--- config.mk ---
export PLATFORM = sky130hd
export DESIGN_NAME = dmem_arbiter
export DESIGN_NICKNAME = d
export VERILOG_FILES = /design/src/rtl/dmem_arbiter.sv
export SDC_FILE = /design/constraint.sdc
export NUM_CORES = 1
export LEC_CHECK = 0
export ABC_AREA = 0
export CORE_AREA = 2 2 639 641
export DETAILED_ROUTE_END_ITERATION = 7
export DIE_AREA = 0 0 641 643
export SYNTH_ARGS = -nofsm -noshare
export SYNTH_HDL_FRONTEND = slang
export SYNTH_SLANG_ARGS = --single-unit
--- constraint.sdc ---
create_clock -name clk_i -period 1.85 [get_ports clk_i]
set_clock_uncertainty 0.2 [all_clocks]
set_input_delay 0.4625 -clock clk_i [delete_from_list [all_inputs] [get_ports clk_i]]
set_output_delay 0.4625 -clock clk_i [all_outputs]
set_load 0.03 [all_outputs]
--- src/rtl/dmem_arbiter.sv ---
// Round-robin arbiter/sequencer for the shared 256-bit line data memory.
// state | meaning: IDLE wait for request, ISSUE pulse mem enable, WAIT await mem ack, RESP ack requester
module dmem_arbiter #(
   parameter int ADDR_W = 32,
   parameter int LINE_W = 256
) (
   input  logic              clk_i,
   input  logic              rst_i,
   input  logic              req0_enable_i,
   input  logic              req0_write_i,
   input  logic [ADDR_W-1:0] req0_addr_i,
   input  logic [LINE_W-1:0] req0_data_i,
   output logic              req0_ack_o,
   output logic [LINE_W-1:0] req0_data_o,
   input  logic              req1_enable_i,
   input  logic              req1_write_i,
   input  logic [ADDR_W-1:0] req1_addr_i,
   input  logic [LINE_W-1:0] req1_data_i,
   output logic              req1_ack_o,
   output logic [LINE_W-1:0] req1_data_o,
   output logic              mem_enable_o,
   output logic              mem_write_o,
   output logic [ADDR_W-1:0] mem_addr_o,
   output logic [LINE_W-1:0] mem_data_o,
   input  logic              mem_ack_i,
   input  logic [LINE_W-1:0] mem_data_i,
   output logic              grant_o,
   output logic              busy_o
);

   typedef enum logic [1:0] {S_IDLE, S_ISSUE, S_WAIT, S_RESP} state_t;

   state_t              state_q;
   logic                last_grant_q;
   logic                grant_q;
   logic                ack0_q;
   logic                ack1_q;
   logic                mem_en_q;
   logic                mem_wr_q;
   logic [ADDR_W-1:0]   mem_addr_q;
   logic [LINE_W-1:0]   mem_data_q;
   logic                pick_d;

   // On a tie the port that did not win last time goes next.
   always_comb begin
      pick_d = 1'b0;
      if (req0_enable_i && req1_enable_i) pick_d = ~last_grant_q;
      else if (req1_enable_i)             pick_d = 1'b1;
   end

   always_ff @(posedge clk_i or negedge rst_i) begin
      if (!rst_i) begin
         state_q      <= S_IDLE;
         last_grant_q <= 1'b1;
         grant_q      <= 1'b0;
         ack0_q       <= 1'b0;
         ack1_q       <= 1'b0;
         mem_en_q     <= 1'b0;
         mem_wr_q     <= 1'b0;
         mem_addr_q   <= '0;
         mem_data_q   <= '0;
      end else begin
         mem_en_q <= 1'b0;
         ack0_q   <= 1'b0;
         ack1_q   <= 1'b0;
         case (state_q)
            S_IDLE: begin
               if (req0_enable_i || req1_enable_i) begin
                  grant_q      <= pick_d;
                  last_grant_q <= pick_d;
                  mem_addr_q   <= pick_d ? req1_addr_i  : req0_addr_i;
                  mem_data_q   <= pick_d ? req1_data_i  : req0_data_i;
                  mem_wr_q     <= pick_d ? req1_write_i : req0_write_i;
                  mem_en_q     <= 1'b1;
                  state_q      <= S_ISSUE;
               end
            end
            S_ISSUE: state_q <= S_WAIT;
            S_WAIT: begin
               if (mem_ack_i) begin
                  ack0_q  <= ~grant_q;
                  ack1_q  <= grant_q;
                  state_q <= S_RESP;
               end
            end
            S_RESP:  state_q <= S_IDLE;
            default: state_q <= S_IDLE;
         endcase
      end
   end

   assign req0_ack_o   = ack0_q;
   assign req1_ack_o   = ack1_q;
   assign req0_data_o  = mem_data_i;
   assign req1_data_o  = mem_data_i;
   assign mem_enable_o = mem_en_q;
   assign mem_write_o  = mem_wr_q;
   assign mem_addr_o   = mem_addr_q;
   assign mem_data_o   = mem_data_q;
   assign grant_o      = grant_q;
   assign busy_o       = (state_q != S_IDLE);

endmodule

* After elaboration in Yosys (flattened, before gate mapping)
Index checks and enable logic that the tools add are counted.
Cells by class: muxes and demuxes 14, equal/unequal tests 5, reductions and logical operators 6, bitwise gates (word level) 2
Operator list (number):
- $mux W256 | 1
- $mux W32 | 1
- $mux W1 | 9
- $pmux W2 S4 | 1
- $eq A2 B2 Y1 const B | 2
- $mux W2 | 2
- $ne A2 B2 Y1 const B | 2
- $reduce_and A2 Y1 | 2
- $eq A2 B1 Y1 const B | 1
- $logic_not A2 Y1 | 1
- $not A1 Y1 | 2
- $reduce_bool A2 Y1 | 1
- $logic_and A1 B1 Y1 | 1
- $logic_or A1 B1 Y1 | 1
Storage, ports and cells: bits in registers 296, logic and storage cells 36, output and inout port bits 806

* Longest topological paths before layout
depth in word-level cells 3, gate-level depth with buffers 9, depth with buffers taken out 6

* Worst setup path after synthesis
Ideal clock, no wire load.
path kind register -> register, start reg state_q[0], end reg state_q[1], data arrival time 1.394 ns, cell stages (with the launch flop) 6, buffers on the path 0, period minus slack after synthesis 1.719 ns, setup slack 0.131 ns, data required time 1.525 ns, cells stage by stage dfrtp_1 inv_1 ha_1 inv_1 o32a_1 mux2_2
On the way: word-level cells in the longest chain between the ends 3, elaborated cells between the ends (all ways) 8
Ends and longest elaborated chain:
- from (decl) | line 33 | state_t state_q;
- from (signal assigned) | line 53 | state_q <= S_IDLE;
- from (signal assigned) | line 75 | state_q <= S_ISSUE;
- from (signal assigned) | line 78 | S_ISSUE: state_q <= S_WAIT;
- $eq A2 B2 Y1 / $logic_not A2 Y1 (equally long branches) | line 66 | case (state_q)
- $ne A2 B2 Y1 (no source line)
- $reduce_and A2 Y1 (no source line)
Several ways; a longest one is shown, not always the timed one. A chain may end at the register's enable or synchronous reset.

* Final worst setup path
start reg state_q[0], end reg mem_data_q[139], in the netlist mem_data_o[139]
On the way: word-level cells in the longest chain between the ends 2
Ends and longest elaborated chain:
- $logic_not A2 Y1 | line 66
- $reduce_and A2 Y1 (no source line)
- to (signal assigned) | line 72 | mem_data_q <= pick_d ? req1_data_i : req0_data_i;
- to (decl) | line 41 | logic [LINE_W-1:0] mem_data_q;
No other way between the ends.

==> results.txt <==
----------------------------------------------------
[Routing]
  Drc violations ... 0
  DRC marker count from the first detailed-route iteration ... 2016
  Vias after detailed routing ... 20960
  Wire length per cell after detailed routing ... 40.17 µm
  Vias per cell ... 2.516
  Detailed-route wire length ... 334700 µm
  Remaining antenna violation count ... 0
  Number of search-and-repair iterations in the first detailed-routing pass ... 7

[Synthesis]
  Post-Syn Nets ... 2953
  Mean post-synth cell area ... 8.075 µm²
  Top cells by area in the synthesized netlist ... sky130_fd_sc_hd__dfrtp_1, sky130_fd_sc_hd__buf_4, sky130_fd_sc_hd__a21oi_1
  Cell count after synthesis ... 2112
  Synthesis-stage register bit count ... 296
  Sequential share of the synthesized area ... 0.4344
  Yosys top cell by area ... sky130_fd_sc_hd__dfrtp_1
  Top-area cell type share of the netlist area ... 0.4329
  Cell Area, Synth ... 0.01705 mm²
  Number of warning messages in the yosys log ... 0
  Distinct cell type count of the synthesized netlist ... 21

[Worst hold path]
  Path category of the worst min-delay check ... in2reg

[Die]
  Die ar. ... 0.4122 mm²
  Total number of placement rows ... 234
  Count of boundary I/O pins ... 1645
  Width of the chip ... 641 µm
  Die Span Y ... 643 µm
  Initial cell density of the core ... 0.04209
  Placeable core region ... 0.4052 mm²

[Finish]
  Filler cell count in the final layout ... 46820
  Final Non-Filler Cells ... 8333
  Post-synthesis to final-layout area growth ... 126.1%
  Final instance area ... 0.03857 mm²
  Post-layout nets ... 3624
  Layout cell share with drive strength beyond 1 ... 0.3226

[Critical path]
  Library cell contributing the largest single delay on the critical path ... sky130_fd_sc_hd__dfrtp_1
  Critical Path Sink Type ... flip-flop
  Kind of cell adding the most delay to the critical path ... buffers and inverters
  CP arrival ... 2.73 ns
  Most used cell, CP ... sky130_fd_sc_hd__buf_12
  Critical Setup Path Class ... reg2reg
  Crit path largest cell delay ... 0.36 ns
  Critical Path Start Type ... flip-flop
  Crit path cell chain ... inv_2 > ha_4 > buf_4 > buf_6 > o21ai_4 > buf_12 > buf_12 > buf_12 > clkinv_16 > buf_16 > clkbuf_16 > nor2_1 > a21oi_1
  Buf+Inv Stages, Crit Path ... 9
  Peak fanout along the critical path ... 10
  Critical Path RT ... 2.25 ns

[Global routing]
  Number of antenna violations at the first check in global routing ... 286
  Maximum number of pins on one net before global-route repair ... 61
  Gr usage total ... 0.1531
  GRT overflow ... 0
  Vias in the first global route ... 18660
  Global-route wire length before repair ... 369600 µm

[Run status]
  Violated checks ... negative setup slack
  Status ... finished with violations

[Placed design]
  Port-buffer cells ... 876
  Post-Place Cell Area ... 0.03142 mm²
  Placed Cells incl. Taps ... 7901
  Final Wtd Congestion ... 0.8679
  Half-perimeter wire length of the detailed placement result ... 297600 µm

[STA]
  Total setup violations reported at the end of the flow ... 593
  Max Fclk ... 0.4300 GHz
  Setup Total Neg Slack ... -143.18 ns
  Max-Slew Margin vs Limit ... 0.6049
  Share of the cycle needed by the critical path after routing ... 1.257
  Final slew viol count ... 0
  Worst path setup slack after routing ... -0.4756 ns
  Fin. Hold Viols ... 0
  Final min period ... 2.326 ns
  Tightest Pin Transition ... 0.5909 ns
  Unrepaired setup endpoints after global routing ... yes

[Clocking]
  CTS H-tree lvls ... 2
  Clk root buf ... sky130_fd_sc_hd__clkbuf_16
  Clock-pin slew on the worst setup and hold paths ... 0.06 ns
  Number of buffers on the longest clock path ... 3
  Clk sinks ... 296
  TritonCTS clock tree ... built
  Clock latency of the later-clocked register in the worst-skew pair ... 0.73 ns
  Number of buffers added by the clock tree synthesis step ... 47

[Flow run]
  Maximum capacitance violations ... 0

[Power]
  Static power due to leakage ... 13.74 nW
  Power density over the cells ... 1741 mW/mm²
  Highest ir drop seen on vdd ... 0.9982 mV

----------------------------------------------------
-- metrics by stage --
step,total power [mW],util,worst slack [ns],hold WS (ns)
6_report,67.13,0.09518,-0.4756,0.09352
4_1_cts,62.98,0.08871,-0.5665,0.00004563
2_1_floorplan,26.81,-,0.1311,-0.03309
3_5_place_dp,48.68,0.07753,-1.239,0.2160
5_1_grt,70.00,0.09494,-0.5695,0.05240
3_3_place_gp,48.51,0.07753,-1.240,0.2157
-- cell families (layout without fill, tap and decap cells) --
kind of cell	Yosys count	after routing	share of synthesized area
other cells	0	84	0
buf+inv	645	1354	0.2622
mux	1	1	0.0006603
compound gates	586	586	0.1730
fa+ha+maj	2	2	0.001467
flops	296	296	0.4344
simple gates	582	582	0.1282
-- worst min-delay path: stages --
cell                              delay [ns]
sky130_fd_sc_hd__clkdlybuf4s50_1        0.40
sky130_fd_sc_hd__nand2_1                0.07
sky130_fd_sc_hd__a21oi_2                0.05
-- registers in the layout, indices dropped and copies added (netlist names) --
signal and flops:
mem_data_o 256, req0_ack_o 1, mem_enable_o 1, req1_ack_o 1
state_q 2, last_grant_q 1, mem_addr_o 32, grant_o 1
mem_write_o 1
-- cell usage after synthesis --
library cell and instances:
sky130_fd_sc_hd__a21oi_1 579, sky130_fd_sc_hd__buf_4 518, sky130_fd_sc_hd__dfrtp_1 295, sky130_fd_sc_hd__nand2_1 291, sky130_fd_sc_hd__nor2_1 290, sky130_fd_sc_hd__buf_2 73, sky130_fd_sc_hd__clkbuf_1 36, sky130_fd_sc_hd__buf_1 11
sky130_fd_sc_hd__inv_1 5, sky130_fd_sc_hd__buf_6 2, sky130_fd_sc_hd__ha_1 2, sky130_fd_sc_hd__a21bo_2 1, sky130_fd_sc_hd__a21boi_1 1, sky130_fd_sc_hd__a31oi_1 1, sky130_fd_sc_hd__and3_1 1, sky130_fd_sc_hd__dfstp_2 1
sky130_fd_sc_hd__mux2_2 1, sky130_fd_sc_hd__o21ai_0 1, sky130_fd_sc_hd__o21ai_1 1, sky130_fd_sc_hd__o22a_1 1, sky130_fd_sc_hd__o32a_1 1
-- layout make-up --
type                            count  area, µm²  area share
Timing Repair Buffer             1261      15610      0.4047
Sequential cell                   296       7413      0.1922
Multi-Input combinational cell   1171       6800      0.1763
Tap cell                         5428       6792      0.1761
Clock buffer                       59       1301     0.03374
Clock inverter                     28      360.3    0.009344
Antenna cell                       84      210.2    0.005450
Inverter                            5      50.05    0.001298
Timing Repair inverter              1      30.03   0.0007786
-- cell usage in the layout (no fill, tap or decap), types with 8 or more instances in the layout --
cell	count
sky130_fd_sc_hd__nor2_4	110
sky130_fd_sc_hd__clkdlybuf4s50_1	580
sky130_fd_sc_hd__diode_2	84
sky130_fd_sc_hd__a21oi_1	452
sky130_fd_sc_hd__buf_4	99
sky130_fd_sc_hd__dlygate4sd3_1	161
sky130_fd_sc_hd__nand2_1	291
sky130_fd_sc_hd__buf_8	9
sky130_fd_sc_hd__a21oi_2	108
sky130_fd_sc_hd__buf_6	142
sky130_fd_sc_hd__clkbuf_8	8
sky130_fd_sc_hd__buf_12	217
sky130_fd_sc_hd__buf_16	26
sky130_fd_sc_hd__a21oi_4	19
sky130_fd_sc_hd__clkbuf_16	70
sky130_fd_sc_hd__nor2_1	124
sky130_fd_sc_hd__nor2_2	56
sky130_fd_sc_hd__dfrtp_1	291
-- routing by layer --
layer  routed length [µm]  share of wire  GRT usage
met1                77960           0.23     0.1035
met2               149500           0.45     0.2435
met3                86580           0.26     0.1852
met4                18200          0.054    0.06781
met5                 2512         0.0075    0.01660
-- where the power goes --
group          switching, mW  internal (mW)
clock network           4.49           5.77
registers               4.12           9.82
logic                   23.4           19.5
-- path summary, 6_finish.rpt --
path	to	slack, ns	start	depth (start not counted)
max in group asynchronous	mem_data_o[75]	-0.01	rst_i	5
setup / recovery	mem_data_o[139]	-0.48	state_q[0]	13
hold reg to reg	mem_data_o[147]	0.35	mem_data_o[147]	2
setup reg to reg	mem_data_o[139]	-0.48	state_q[0]	13
min in group asynchronous	mem_data_o[82]	0.71	rst_i	4
hold / removal	mem_data_o[100]	0.09	req0_data_i[100]	3
-- timing repair --
action	in CTS	in global routing
setup endpoints to repair	583	616
buffers inserted	40	16
gates resized for setup	1004	405
hold buffers	161	0
pin swaps	58	13
gates cloned	12	35
endpoints found under the hold margin	455	0
(Power assumes the default switching activity.)
